### config.mk
export PLATFORM = sky130hd
export DESIGN_NAME = uart_tx_scheduler
export DESIGN_NICKNAME = d
export VERILOG_FILES = /design/src/rtl/uart_tx_scheduler.sv
export SDC_FILE = /design/constraint.sdc
export NUM_CORES = 1
export LEC_CHECK = 0
export CAP_MARGIN = 0
export CORE_UTILIZATION = 30
export CTS_BUF_LIST = sky130_fd_sc_hd__clkbuf_8
export DETAILED_ROUTE_END_ITERATION = 8
export SLEW_MARGIN = 20
export SYNTH_ARGS = -nofsm -noshare
export SYNTH_HDL_FRONTEND = slang
export SYNTH_SLANG_ARGS = --single-unit
### constraint.sdc
create_clock -name CLOCK_50 -period 2.6 [get_ports CLOCK_50]
set_clock_uncertainty 0.1 [all_clocks]
set_input_delay 0.65 -clock CLOCK_50 [delete_from_list [all_inputs] [get_ports CLOCK_50]]
set_output_delay 0.65 -clock CLOCK_50 [all_outputs]
set_load 0.02 [all_outputs]
### src/rtl/uart_tx_scheduler.sv
// Round-robin scheduler sharing one UART transmitter between two byte requesters; ack 1 cycle after grant, pload at +2, enable at +3.
// Requests are held off while busy (no queueing); a watchdog abandons frames whose done flag never rises.
module uart_tx_scheduler #(
    parameter int GAP_CYCLES     = 16,
    parameter int TIMEOUT_CYCLES = 1000000
) (
    input  logic       CLOCK_50,
    input  logic       reset,
    input  logic       req0,
    input  logic [7:0] data0,
    output logic       ack0,
    input  logic       req1,
    input  logic [7:0] data1,
    output logic       ack1,
    output logic [7:0] tx_data,
    output logic       tx_pload,
    output logic       tx_enable,
    input  logic       tx_done,
    output logic       busy,
    output logic       grant_id,
    output logic       timeout_err
);

    typedef enum logic [2:0] {
        IDLE  = 3'd0,
        SETUP = 3'd1,
        LOAD  = 3'd2,
        SEND  = 3'd3,
        GAP   = 3'd4
    } state_t;

    localparam logic [19:0] WD_LAST  = 20'(TIMEOUT_CYCLES - 1);
    localparam logic [15:0] GAP_LAST = 16'(GAP_CYCLES - 1);

    state_t      state_q, state_d;
    logic        last_served_q, last_served_d;
    logic        done_prev_q, done_prev_d;
    logic [19:0] wd_cnt_q, wd_cnt_d;
    logic [15:0] gap_cnt_q, gap_cnt_d;
    logic        ack0_q, ack0_d;
    logic        ack1_q, ack1_d;
    logic [7:0]  tx_data_q, tx_data_d;
    logic        tx_pload_q, tx_pload_d;
    logic        tx_enable_q, tx_enable_d;
    logic        busy_q, busy_d;
    logic        grant_id_q, grant_id_d;
    logic        timeout_err_q, timeout_err_d;

    logic        grant_vld;
    logic        grant_sel;
    logic        done_edge;

    // With both pending, the requester not served last wins.
    assign grant_vld = req0 | req1;
    assign grant_sel = (req0 & req1) ? ~last_served_q : req1;
    assign done_edge = tx_done & ~done_prev_q;

    always_comb begin
        state_d       = state_q;
        last_served_d = last_served_q;
        done_prev_d   = tx_done;
        wd_cnt_d      = wd_cnt_q;
        gap_cnt_d     = gap_cnt_q;
        ack0_d        = 1'b0;
        ack1_d        = 1'b0;
        tx_data_d     = tx_data_q;
        tx_pload_d    = 1'b0;
        tx_enable_d   = 1'b0;
        grant_id_d    = grant_id_q;
        timeout_err_d = timeout_err_q;

        case (state_q)
            IDLE: begin
                if (grant_vld) begin
                    state_d       = SETUP;
                    grant_id_d    = grant_sel;
                    last_served_d = grant_sel;
                    tx_data_d     = grant_sel ? data1 : data0;
                    ack0_d        = ~grant_sel;
                    ack1_d        = grant_sel;
                end
            end
            SETUP: begin
                state_d    = LOAD;
                tx_pload_d = 1'b1;
            end
            LOAD: begin
                state_d     = SEND;
                tx_enable_d = 1'b1;
                wd_cnt_d    = 20'd0;
            end
            SEND: begin
                // A done edge on the final watchdog cycle still counts as success.
                if (done_edge) begin
                    state_d   = GAP;
                    gap_cnt_d = 16'd0;
                end else if (wd_cnt_q == WD_LAST) begin
                    state_d       = GAP;
                    gap_cnt_d     = 16'd0;
                    timeout_err_d = 1'b1;
                end else begin
                    tx_enable_d = 1'b1;
                    wd_cnt_d    = wd_cnt_q + 20'd1;
                end
            end
            GAP: begin
                if (gap_cnt_q == GAP_LAST) begin
                    state_d = IDLE;
                end else begin
                    gap_cnt_d = gap_cnt_q + 16'd1;
                end
            end
            default: begin
                state_d = IDLE;
            end
        endcase

        busy_d = (state_d != IDLE);
    end

    always_ff @(posedge CLOCK_50) begin
        if (reset) begin
            state_q       <= IDLE;
            last_served_q <= 1'b1;
            done_prev_q   <= 1'b0;
            wd_cnt_q      <= 20'd0;
            gap_cnt_q     <= 16'd0;
            ack0_q        <= 1'b0;
            ack1_q        <= 1'b0;
            tx_data_q     <= 8'h00;
            tx_pload_q    <= 1'b0;
            tx_enable_q   <= 1'b0;
            busy_q        <= 1'b0;
            grant_id_q    <= 1'b0;
            timeout_err_q <= 1'b0;
        end else begin
            state_q       <= state_d;
            last_served_q <= last_served_d;
            done_prev_q   <= done_prev_d;
            wd_cnt_q      <= wd_cnt_d;
            gap_cnt_q     <= gap_cnt_d;
            ack0_q        <= ack0_d;
            ack1_q        <= ack1_d;
            tx_data_q     <= tx_data_d;
            tx_pload_q    <= tx_pload_d;
            tx_enable_q   <= tx_enable_d;
            busy_q        <= busy_d;
            grant_id_q    <= grant_id_d;
            timeout_err_q <= timeout_err_d;
        end
    end

    assign ack0        = ack0_q;
    assign ack1        = ack1_q;
    assign tx_data     = tx_data_q;
    assign tx_pload    = tx_pload_q;
    assign tx_enable   = tx_enable_q;
    assign busy        = busy_q;
    assign grant_id    = grant_id_q;
    assign timeout_err = timeout_err_q;

endmodule

**Word level (Yosys, flattened, before mapping)**

Cells that the tools add are included.

- Bits in registers: 56
- Bits of input ports: 21
- Output and inout bits: 15
- Logic and storage cells: 61

- Add/sub/neg operators: 2
- Equal/unequal tests: 10
- Mux-type cells: 18
- Bitwise gates (word level): 9
- Reduce and logical (&&, ||, !) cells: 9

Operators by type and width:

| operator | number |
|---|---|
| 16-bit 2-to-1 mux | 3 |
| 20-bit 2-to-1 mux | 2 |
| 20-bit one-hot mux with 2 select lines | 1 |
| 16-bit one-hot mux with 2 select lines | 1 |
| 20-bit by 1-bit adder with 20-bit output, second input constant | 1 |
| 20-bit == test, second input constant | 1 |
| 16-bit by 1-bit adder with 16-bit output, second input constant | 1 |
| 16-bit by 4-bit == test with 1-bit output, second input constant | 1 |
| 3-bit one-hot mux with 5 select lines | 1 |
| 3-bit 2-to-1 mux | 4 |
| 3-bit AND reduction | 3 |
| 8-bit 2-to-1 mux | 1 |
| 3-bit by 2-bit == test with 1-bit output, second input constant | 2 |
| 2-bit != test, second input constant | 3 |
| 1-bit NOT | 6 |
| 1-bit 2-to-1 mux | 4 |
| 2-bit nonzero test | 2 |
| 3-bit by 1-bit == test with 1-bit output, second input constant | 1 |
| 3-bit == test, second input constant | 1 |
| 3-bit logical NOT | 1 |
| 3-bit != test, second input constant | 1 |
| 3-bit nonzero test | 1 |
| 3-bit OR reduction | 1 |
| 1-bit AND | 2 |
| other kinds (3) | 3 |

**Logic depth before layout (Yosys ltp)**

Gate-level depths: netlist of the first run.

- Depth after elaboration: 5
- Mapped depth: 8
- Gate-level depth less buffers: 6

**Worst setup path before layout of the first run**

Ideal clock, no wire load.

- Kind: reg-to-reg
- From: register wd_cnt_q[7]
- To: register busy_q (netlist: busy)
- Library setup time: 0.120 ns
- Arrival: 1.941 ns
- Required time: 2.380 ns
- Slack: 0.439 ns
- Cell stages (with the launch flop): 7
- Buffers on the path: 1
- Clock period less this slack: 2.161 ns
- Path through: dfxtp_1 > or4_4 > nor4_4 > a31o_4 > buf_8 > a21oi_2 > or2_1

- Word-level cells in the longest chain between the ends: 5

RTL lines:

| what | line | text |
|---|---|---|
| start, declared | 38 | `logic [19:0] wd_cnt_q, wd_cnt_d;` |
| start signal, assigned | 140 | `wd_cnt_q <= wd_cnt_d;` |
| 20-bit == test | 97 | `end else if (wd_cnt_q == WD_LAST) begin` |
| 3-bit 2-to-1 mux | 97 |  |
| 3-bit 2-to-1 mux | 94 | `if (done_edge) begin` |
| 3-bit one-hot mux with 5 select lines | 72 | `case (state_q)` |
| 3-bit nonzero test | 118 | `busy_d = (state_d != IDLE);` |
| end signal, assigned | 147 | `busy_q <= busy_d;` |
| end, declared | 45 | `logic busy_q, busy_d;` |

No other way between the ends.
A chain may end at the register's enable or synchronous reset.

**Worst setup path after layout of the first run**

- From: register wd_cnt_q[6]
- To: register busy_q (netlist: busy)

Same word-level chain as after synthesis.

==> out/summary.txt, run 1 <==
DIE AREA: 9800 µm²
CTS Sinks: 56
# Post-CTS Setup Buffers: 0
Status: finished, final reports clean
P&R area growth vs syn: 21.2%
Most frequent cells in the layout: dfxtp_1, clkdlybuf4s50_1, nand2_1, nor2_1, a21oi_1
Final setup TNS: 0 ps
Largest net degree at the start of global routing: 30
HPWL after detailed placement: 4.59 mm
Peak supply drop: 0.000285 V
Core Rows: 35
Routed WL: 6.40 mm
Vias per cell: 5.31
RSZ-0062 raised after global routing: no
Vias: 2521
Asr flop ratio synth: 0%
Slew @ Worst Pin: 623 ps
Fraction of layout cells with a size suffix above 1: 10.4%
Crit path DAT: 2350 ps
R2r setup slk: 370 ps
Crit path kind: reg2reg
Fin crit period: 2230 ps
Global-route wire length before repair: 11.4 mm
Synthesized Nets: 346
Die Wd: 99.0 µm
Final Max Slew Viols: 0
Synth cell types: 53
Drt drc: 0
CP startpoint kind: register
Wire per inst: 13.5 µm
Register bit total from synthesis: 56
Top_reg_cell synth: dfxtp_1
Crit-path max FO: 21
Worst slew margin: 58.1%
F_max: 448 MHz
Cell types occupying the most area after synthesis: dfxtp_1, nand2_1, mux2i_1
Core area: 9200 µm²
Setup crit end kind: register
Cell leakage power: 0.00112 µW
ANT cells: 0
Final nets: 386
Worst-Skew Late Latency: 320 ps
Post_cts resized: 0
Initial Utilization: 30.7%
Cell taking the most area after synthesis: dfxtp_1
Setup violations, final: 0
GPL Wtd Cong: 0.799
Fin. Hold Viols: 0
Hold-fix buffers, CTS: 0
TritonCTS Buffers: 5
Placed cells: 467
Mean post-synth cell area: 8.74 µm²
Critical Path RT: 2720 ps
Post-synth top area share: 39.7%
Gr usage total: 14.1%
Antenna Nets Post-Route: 0
Gr ovfl total: 0
Period utilization: 85.9%
First drt pass iteration count: 6
CTS tree: built
Commonest non-fill, non-tap cell in the layout: dfxtp_1
PwrDens: 522 nW/µm²
H-tree Lvls: 2
Cell area after synthesis: 2820 µm²
Die span in y: 99.0 µm
Clk pin slew, worst setup/hold paths: 110 ps
Vias in the first global route: 2460
Worst Hold Class: reg2reg
Port buffer count: 35
CTS root buffer: clkbuf_8
YS warnings: 0
Sequential share of the synthesized area: 39.7%
Synth Instances: 323
Max Cap Viol: 0
Initial antenna violation count: 0
1st-iter DRT viols: 98
Finished Layout Cells: 475
Clk buf depth: 2
Post-synth EDFFs: 0
Io pins: 36
==> critical path, stage by stage (launching register included) <==
cell     delay, ps
dfxtp_1        380
or4b_1         580
nor4_4         220
buf_4          210
a31o_4         310
a21oi_2         90
or2_1          240
==> logic make-up (layout without fill, tap and decap cells) <==
family | after synthesis | after routing | synth area share (%)
compound gates | 72 | 72 | 18.7
xor+xnor | 9 | 9 | 2.79
fa+ha+maj | 2 | 2 | 0.886
buf+inv | 20 | 61 | 3.68
flops | 56 | 56 | 39.7
mux | 11 | 11 | 3.90
simple gates | 153 | 153 | 30.3
==> report_power, final <==
group / switching [µW] / leakage [µW] / internal (µW)
clock: 315 / 0.0000463 / 199
sequential: 26.2 / 0.000455 / 901
combinational: 190 / 0.000615 / 156
total: 531 / 0.00112 / 1260
==> flip-flops by register name, indices dropped and copies added, names as in the netlist, 3 cells and up <==
register / flops
tx_data: 8
wd_cnt_q: 20
state_q: 3
gap_cnt_q: 16
==> per-layer routing <==
| metal | GRT usage [%] | vias up | routed length [µm] |
|---|---|---|---|
| met3 | 2.62 | 10 | 180 |
| met5 | 0 | - | 0 |
| li1 | - | 1286 | - |
| met2 | 23.0 | 44 | 2880 |
| met4 | 4.48 | 0 | 106 |
| met1 | 18.9 | 1181 | 3230 |
==> final timing paths <==
check	from	endpoint	cells past startpoint
worst max-delay path	wd_cnt_q[6]$_SDFFE_PP0P_	busy$_SDFF_PP0_	6
worst min-delay path	wd_cnt_q[19]$_SDFFE_PP0P_	wd_cnt_q[19]$_SDFFE_PP0P_	2
worst max register to register	wd_cnt_q[6]$_SDFFE_PP0P_	busy$_SDFF_PP0_	6
worst min register to register	wd_cnt_q[19]$_SDFFE_PP0P_	wd_cnt_q[19]$_SDFFE_PP0P_	2
==> final cells by class <==
class	count	area, µm²
fill	956	5770
tap	111	139
clock buffer	5	68.8
sequential	56	1120
inverter	6	22.5
timing repair buffer	47	440
clock inverter	3	27.5
multi-input combinational	247	1600
==> synth_stat cells, types with 2 or more instances <==
master,n
buf_1,2
ha_1,2
nand3b_1,3
nor3_1,5
nand2_1,31
a21oi_1,19
or2_2,4
o31ai_1,7
and4_1,5
nor3b_1,2
dfxtp_1,56
or4_1,9
a31oi_1,2
a211oi_1,11
and3_1,4
or3_1,9
a21oi_2,6
and2_1,5
o211ai_1,2
o21ai_0,8
xnor2_1,6
o21ai_2,2
nor2b_1,2
a21o_1,3
nand4_1,10
a2111o_1,3
xor2_1,3
clkbuf_1,9
mux2i_1,11
nor2_1,26
nor4_1,8
inv_1,6
o21ai_1,2
and3b_1,4
nand3_1,18
==> per-stage QoR <==
step	total power [µW]	hold WS [ps]	cell area (µm²)	setup slack [ps]	utilization, %
after CTS	1810	383	3420	358	37.2
after global routing	1880	410	3420	245	37.2
after detailed placement	1290	369	3330	109	36.2
after global placement	1290	352	3330	166	36.2
after floorplan	1160	330	2820	439	-
final	1790	388	3420	366	37.2
No activity file was read; power rests on OpenSTA's default activity.
==> run 2, diff against run 1 <==
CORE_MARGIN = 2   (was default)
==> run 2 against run 1 <==
- non-clock buffer count shrank 1
- setup slack improved by 0.84 ps
- fmax barely moved
- largest cell class unchanged
==> out/summary.txt, run 2 (same netlist as run 1, synthesis figures left out) <==
Slew @ Worst Pin: 673 ps
CP startpoint: wd_cnt_q[7]$_SDFFE_PP0P_
Wire per inst: 13.6 µm
CP max stage delay: 560 ps
Core Rows: 35
# Post-CTS Setup Buffers: 0
Clk pin slew, worst setup/hold paths: 100 ps
Largest net degree at the start of global routing: 30
Core area: 9200 µm²
DR WL met2: 2.87 mm
Critical Path Slowest Stage Cell: or4_4
DIE AREA: 10200 µm²
Final Max Slew Viols: 0
Worst Hold Class: reg2reg
Gr ovfl total: 0
Gr usage total: 13.6%
GPL Wtd Cong: 0.822
Hold_ws: 382 ps
Drt drc: 0
ANT cells: 0
Met1 wire length: 3.20 mm
Die Wd: 101 µm
Io pins: 36
Most frequent cells in the layout: dfxtp_1, clkdlybuf4s50_1, nand2_1, nor2_1, a21oi_1
Initial Utilization: 30.7%
Final setup TNS: 0 ps
Fin crit period: 2230 ps
Crit path kind: reg2reg
Commonest non-fill, non-tap cell in the layout: dfxtp_1
Register share of total power: 52.8%
Period utilization: 85.9%
1st-iter DRT viols: 157
Vias per cell: 5.32
Worst slew margin: 54.7%
R2r startpoint: wd_cnt_q[7]$_SDFFE_PP0P_
Worst-path cell chain: or4_4 > nor4_4 > buf_4 > a31o_4 > a21oi_2 > or2_1
Net Sw Frac: 29.1%
P&R area growth vs syn: 20.6%
CP startpoint kind: register
Min-delay src: timeout_err$_SDFFE_PP0P_
Post_cts resized: 0
Internal power: 1240 µW
CP delay by family, top: simple AND/OR/NAND/NOR gates
NetSw: 511 µW
R2r setup slk: 370 ps
HPWL after detailed placement: 4.71 mm
Die span in y: 101 µm
Routed WL: 6.43 mm
Worst Hold End: timeout_err$_SDFFE_PP0P_
Crit-path max FO: 21
Setup violations, final: 0
RSZ-0062 raised after global routing: no
Hold-fix buffers, CTS: 0
WHS Path Cells: 2
Worst-Skew Late Latency: 320 ps
CTS tree: built
Crit path DAT: 2350 ps
PwrDens: 516 nW/µm²
H-tree Lvls: 2
RR Endpoint: busy$_SDFF_PP0_
Critical Path RT: 2720 ps
Vias: 2518
F_max: 448 MHz
Number of flip-flops in the largest register: 20
Depth of the worst register-to-register path: 6
Combinational Power Share: 19.6%
Peak supply drop: 0.000264 V
Vias in the first global route: 2409
Fraction of layout cells with a size suffix above 1: 9.94%
Setup crit end kind: register
CTS root buffer: clkbuf_8
Clk buf depth: 2
Clock power share: 27.6%
Port buffer count: 35
Worst path bufs/invs: 1
First drt pass iteration count: 4
Fin. Hold Viols: 0
TritonCTS Buffers: 5
Global-route wire length before repair: 11.4 mm
Status: finished, final reports clean
Cell leakage power: 0.00111 µW
Antenna Nets Post-Route: 0
Final nets: 385
CTS Sinks: 56
Max Cap Viol: 0
Initial antenna violation count: 0
Biggest register: wd_cnt_q
Met3 WL: 276 µm
Top layer in use: met4
[run 2: cell count changes in the layout (fill, tap and decap cells not counted)]
cell,before,now
inv_6,0,1
clkinv_4,1,0
inv_8,1,0
buf_4,12,11
[run 2: layout make-up]
| type | count | area, µm² |
|---|---|---|
| Tap cell | 111 | 139 |
| Inverter | 6 | 22.5 |
| Clock inverter | 2 | 16.3 |
| Fill cell | 966 | 5790 |
| Timing Repair Buffer | 46 | 433 |
| Sequential cell | 56 | 1120 |
| Multi-Input combinational cell | 247 | 1600 |
| Clock buffer | 5 | 68.8 |
[run 2: how the worst max path moves through the flow]
stage | to | cells after the start
finish | busy$_SDFF_PP0_ | 6
global route | gap_cnt_q[8]$_SDFFE_PP0P_ | 6
CTS | busy$_SDFF_PP0_ | 6
detailed placement | gap_cnt_q[10]$_SDFFE_PP0P_ | 5
global placement | wd_cnt_q[5]$_SDFFE_PP0P_ | 6
floorplan | busy$_SDFF_PP0_ | 6
[run 2: power groups by stage]
stage          registers (µW)  clock network, µW  logic [µW]
5_1_grt                   934                530         378
6_report                  927                485         343
3_3_place_gp              946                  0         343
4_1_cts                   929                498         347
3_5_place_dp              949                  0         346
2_1_floorplan             980                  0         180
[run 2: metal layers]
metal | GRT usage, % | vias to the layer above
li1 | - | 1283
met1 | 18.4 | 1185
met2 | 21.9 | 42
met3 | 2.70 | 8
met4 | 3.74 | 0
met5 | 0 | -
[run 2: worst min-delay path, cell delays in order, from the launching register on]
cell	delay, ps
dfxtp_1	340
a31oi_1	40
nor2_1	70
[run 2: through the flow]
step | utilization (%) | instance area (µm²) | total power [µW] | worst slack (ps) | cells
after detailed placement | 36.1 | 3320 | 1290 | 71.0 | 466
after CTS | 37.0 | 3400 | 1770 | 361 | 473
after global routing | 37.0 | 3400 | 1840 | 239 | 473
after global placement | 36.1 | 3320 | 1290 | 164 | 466
after floorplan | - | 2820 | 1160 | 439 | 323
final | 37.0 | 3400 | 1760 | 366 | 473
